[src/rtl/regfile_param.sv]
// regfile_param: two-read/one-write register file with busy tracking,
// optional write-to-read forwarding and a one-register-per-cycle clear sweep.
module regfile_param #(
  parameter int DATA_WIDTH = 32,
  parameter int ADDR_WIDTH = 5,
  parameter bit BYPASS = 1'b1
) (
  input  logic                  clock,
  input  logic                  ctrl_reset,
  input  logic                  ctrl_writeEnable,
  input  logic [ADDR_WIDTH-1:0] ctrl_writeReg,
  input  logic [DATA_WIDTH-1:0] data_writeReg,
  input  logic [ADDR_WIDTH-1:0] ctrl_readRegA,
  input  logic [ADDR_WIDTH-1:0] ctrl_readRegB,
  output logic [DATA_WIDTH-1:0] data_readRegA,
  output logic [DATA_WIDTH-1:0] data_readRegB,
  input  logic                  ctrl_markBusy,
  input  logic [ADDR_WIDTH-1:0] ctrl_markReg,
  output logic                  busy_readA,
  output logic                  busy_readB,
  input  logic                  ctrl_clear,
  output logic                  clear_active
);
  localparam int DEPTH = 1 << ADDR_WIDTH;
  typedef enum logic {IDLE, SWEEP} state_t;
  state_t state_q;
  logic [ADDR_WIDTH-1:0] cnt_q;
  logic [DATA_WIDTH-1:0] mem_q [DEPTH];
  logic [DEPTH-1:0] busy_q;
  logic wr_ok, mk_ok, mk_wr, fwd_a, fwd_b;
  always_comb begin
    wr_ok = ctrl_writeEnable && state_q == IDLE && ctrl_writeReg != '0;
    mk_ok = ctrl_markBusy && state_q == IDLE && ctrl_markReg != '0;
    mk_wr = mk_ok && ctrl_markReg == ctrl_writeReg;
    fwd_a = BYPASS && wr_ok && ctrl_writeReg == ctrl_readRegA;
    fwd_b = BYPASS && wr_ok && ctrl_writeReg == ctrl_readRegB;
    data_readRegA = fwd_a ? data_writeReg : mem_q[ctrl_readRegA];
    data_readRegB = fwd_b ? data_writeReg : mem_q[ctrl_readRegB];
    busy_readA = fwd_a && !mk_wr ? 1'b0 : busy_q[ctrl_readRegA];
    busy_readB = fwd_b && !mk_wr ? 1'b0 : busy_q[ctrl_readRegB];
    clear_active = state_q == SWEEP;
  end
  // Register 0 is never written or marked, so reset alone keeps it at zero.
  always_ff @(posedge clock) begin
    if (ctrl_reset) begin
      for (int i = 0; i < DEPTH; i++) mem_q[i] <= '0;
      busy_q <= '0;
      state_q <= IDLE;
      cnt_q <= '0;
    end else if (state_q == SWEEP) begin
      mem_q[cnt_q] <= '0;
      busy_q[cnt_q] <= 1'b0;
      if (cnt_q == '1) state_q <= IDLE;
      else cnt_q <= cnt_q + 1'b1;
    end else begin
      if (wr_ok) begin
        mem_q[ctrl_writeReg] <= data_writeReg;
        busy_q[ctrl_writeReg] <= 1'b0;
      end
      if (mk_ok) busy_q[ctrl_markReg] <= 1'b1;
      if (ctrl_clear) begin
        state_q <= SWEEP;
        cnt_q <= ADDR_WIDTH'(1);
      end
    end
  end
endmodule

[config.mk]
export PLATFORM = sky130hd
export DESIGN_NAME = regfile_param
export DESIGN_NICKNAME = d
export VERILOG_FILES = /design/src/rtl/regfile_param.sv
export SDC_FILE = /design/constraint.sdc
export NUM_CORES = 2
export LEC_CHECK = 0
export ABC_CLOCK_PERIOD_IN_PS = 9500
export BUFFER_PORTS_ARGS = -buffer_cell sky130_fd_sc_hd__buf_2
export CAP_MARGIN = 20
export CORE_MARGIN = 2
export CORE_UTILIZATION = 30
export CTS_BUF_LIST = sky130_fd_sc_hd__clkbuf_8
export DETAILED_ROUTE_END_ITERATION = 8
export HOLD_SLACK_MARGIN = 0.06
export SLEW_MARGIN = 20
export SYNTH_ARGS = -nofsm -noshare
export SYNTH_HDL_FRONTEND = slang
export SYNTH_SLANG_ARGS = --single-unit
[constraint.sdc]
create_clock -name clock -period 9.5 [get_ports clock]
set_input_delay 1.9 -clock clock [delete_from_list [all_inputs] [get_ports clock]]
set_output_delay 1.9 -clock clock [all_outputs]
set_load 0.05 [all_outputs]
==> summary.txt <==
Timing
  • Setup TNS: 0 ns
  • Fin. max-slew vios: 0
  • Hold slack: 0.493 ns
  • Final hold vios: 0
  • Fmax: 133 MHz
  • Final Setup Violations: 0
  • Relative slew slack: 0.180
  • Clock skew: 0.0405 ns
  • Setup WS post-layout: 1.98 ns
  • Tcrit/Tclk final: 0.791
  • Tightest Pin Transition: 1.23 ns
  • RSZ-0062 raised after global routing: no
  • Post-route minimum period: 7.52 ns

Clock tree
  • Root buffer cell: clkbuf_8
  • Clock Pin Slew Worst Setup and Hold Paths: 0.06 ns
  • Sink Count: 1062
  • Post-CTS setup buffer count: 0
  • Clock buffer count from CTS: 174
  • # hold bufs at CTS: 0
  • Post-CTS Resized: 0
  • Clock buffer depth: 3
  • Skew-Pair Late Insertion Delay: 0.94 ns
  • TritonCTS clock tree: yes
  • H-tree Lvls: 4

Placed design
  • Placed inst area: 58500 um2
  • Cells after DPL: 6336
  • Port Buffers: 123
  • HPWL after DPL: 117000 um
  • Dpl ws: 2.15 ns
  • Gpl congestion: 0.867

Layout
  • Layout cells sized above 1: 0.252
  • Non-Filler Instances: 6647
  • Design Area, Final: 61600 um2
  • Util after Layout: 0.337
  • P&R area growth vs syn: 11.9%
  • Fin nets: 4190

Die
  • I/O Pins: 124
  • Die height: 432 um
  • Die area: 187000 um2
  • Row cnt: 157
  • Die W: 432 um
  • Core area: 183000 um2
  • Initial Utilization: 0.301

GRT
  • Vias in the first global route: 39800
  • Largest net degree at the start of global routing: 99
  • Initial antenna violation count: 11
  • First-pass GRT wire length: 295000 um
  • GR Overflow Total: 0
  • GRT Util Overall: 0.221

Synth
  • Cell Area, Synth: 55000 um2
  • Synth cell types: 56
  • Asr flop ratio synth: 0
  • Syn avg cell area: 13.6 um2
  • Post-synthesis sequential area ratio: 0.572
  • Flops & latches, synth: 1062
  • Top_reg_cell synth: edfxtp_1
  • Cell count after synthesis: 4048
  • Yosys warning total: 0
  • Number of synthesized flops with an enable pin: 1024

Setup path
  • Critical-path cell list: buf_8 -> buf_4 -> mux4_2 -> a22oi_1 -> a21oi_1 -> nor3_1 -> a21oi_1 -> buf_2
  • Most used cell, CP: a21oi_1
  • Worst setup path category: input port to output port
  • WP buf/inv: 3
  • Worst path required time: 7.60 ns
  • Slowest-stage cell, CP: buf_4
  • CP Capture Type: output port
  • Crit-path max FO: 98
  • CP max stage delay: 0.92 ns
  • Startpoint types: input port
  • Cell family with most CP delay: buffers and inverters
  • Worst EP arrival: 5.62 ns

Detailed routing
  • Avg Vias per Cell: 6.01
  • Pre-antenna DRT Iters: 6
  • DRC Markers: 0
  • Routed WL: 210000 um
  • Avg WL per Cell: 31.6 um
  • Antenna-violating nets left: 0
  • DR iter-0 viols: 5916
  • Vias: 40000

Run
  • Max-Cap Viols: 0

Power
  • VDD IR max: 151 uV
  • Power, Total: 10.6 mW
  • Leakage power: 20.1 nW
  • Pwr dens: 173 nW/um2

Outcome
  • Status: completed

Worst hold path
  • Hold Path Class: flop to flop
-- area by class of cell --
type / count / area (um2)
multi-input combinational: 2652 / 22300
inverter: 6 / 22.5
timing repair buffer: 232 / 1670
sequential: 1062 / 31500
clock buffer: 176 / 2420
antenna: 4 / 10.0
clock inverter: 130 / 646
tap: 2385 / 2980
fill: 17800 / 121000
-- final timing paths --
| kind | cells after the start | startpoint | slack [ns] | endpoint |
|---|---|---|---|---|
| max | 8 | ctrl_readRegB[1] | 1.98 | data_readRegB[31] |
| min | 2 | busy_q[25] | 0.49 | busy_q[25] |
| max reg2reg | 6 | clear_active | 4.46 | mem_q[4][2] |
| min reg2reg | 2 | busy_q[25] | 0.49 | busy_q[25] |
-- synthesized netlist by cell type (5+ instances only) --
library cell / n / area (um2)
a21oi_1: 133 / 666
a221o_1: 32 / 320
a221oi_1: 6 / 52.6
a22oi_1: 71 / 533
buf_1: 20 / 75.1
buf_2: 135 / 676
buf_4: 62 / 465
buf_6: 7 / 78.8
clkbuf_1: 135 / 507
dfxtp_1: 38 / 761
edfxtp_1: 1024 / 30700
ha_1: 5 / 62.6
inv_1: 5 / 18.8
mux2_2: 99 / 1110
mux2i_1: 79 / 791
mux4_2: 460 / 10400
nand2_1: 268 / 1010
nand2b_1: 10 / 62.6
nand3_1: 9 / 45.0
nand3b_1: 5 / 37.5
nor2_1: 1049 / 3940
nor2b_1: 8 / 50.1
nor3_1: 44 / 220
nor3b_1: 6 / 45.0
nor4_1: 33 / 206
o21ai_0: 5 / 25.0
o21bai_1: 32 / 240
o221ai_1: 57 / 499
o22ai_1: 156 / 976
xnor2_1: 5 / 43.8
xor2_1: 9 / 78.8
-- logic make-up (layout without fill, tap and decap cells) --
family / after synthesis / after routing / share of synthesized area
buffers and inverters: 365 / 544 / 0.0331
AO/OA/AOI/OAI: 507 / 507 / 0.0627
adder cells (fa/ha/maj): 5 / 5 / 0.00114
other: 1 / 36 / 0.0000681
flip-flops: 1062 / 1062 / 0.572
XOR/XNOR: 14 / 14 / 0.00223
AND/OR/NAND/NOR: 1455 / 1455 / 0.105
multiplexers: 639 / 639 / 0.223
-- placed cells by master, fill, tap and decap left out, types with 9 or more instances in the layout --
cell / netlist / layout
nor3_1: 44 / 44
o221ai_1: 57 / 57
clkbuf_8: 0 / 176
a21oi_1: 133 / 133
buf_2: 135 / 117
clkinv_1: 1 / 41
o22ai_1: 156 / 156
mux2i_1: 79 / 79
dfxtp_1: 38 / 38
clkinv_2: 0 / 16
xor2_1: 9 / 9
edfxtp_1: 1024 / 1024
conb_1: 1 / 32
buf_4: 62 / 98
buf_12: 0 / 9
mux4_2: 460 / 460
nor4_1: 33 / 32
o21bai_4: 0 / 32
nor2_1: 1049 / 1048
nand2_1: 268 / 256
mux2_2: 99 / 99
a22oi_1: 71 / 71
inv_1: 5 / 63
a221o_1: 32 / 32
-- where the power goes --
part	total (mW)	internal (mW)	switching [mW]
logic	1.54	0.492	1.05
clock network	3.72	1.76	1.96
registers	5.39	5.30	0.0861
total	10.6	7.55	3.09
-- layer usage --
metal / global-route usage / part of all wire
met1: 0.277 / 0.35
met2: 0.354 / 0.47
met3: 0.0542 / 0.12
met4: 0.117 / 0.059
met5: 0 / 0.00028
-- registers in the layout, indices dropped and copies added (netlist names) --
register and flops:
mem_q 1024, busy_q 32, clear_active 1, cnt_q 5
-- worst reg2reg max path, cell delays in order, from the launching register on --
cell and delay (ns):
dfxtp_1 0.55, nand2b_1 0.41, a211oi_2 0.88, mux2i_4 0.57
nand2_1 0.57, o21bai_4 0.98, buf_4 0.67
Note: power is estimated with default switching activity, not from simulation.
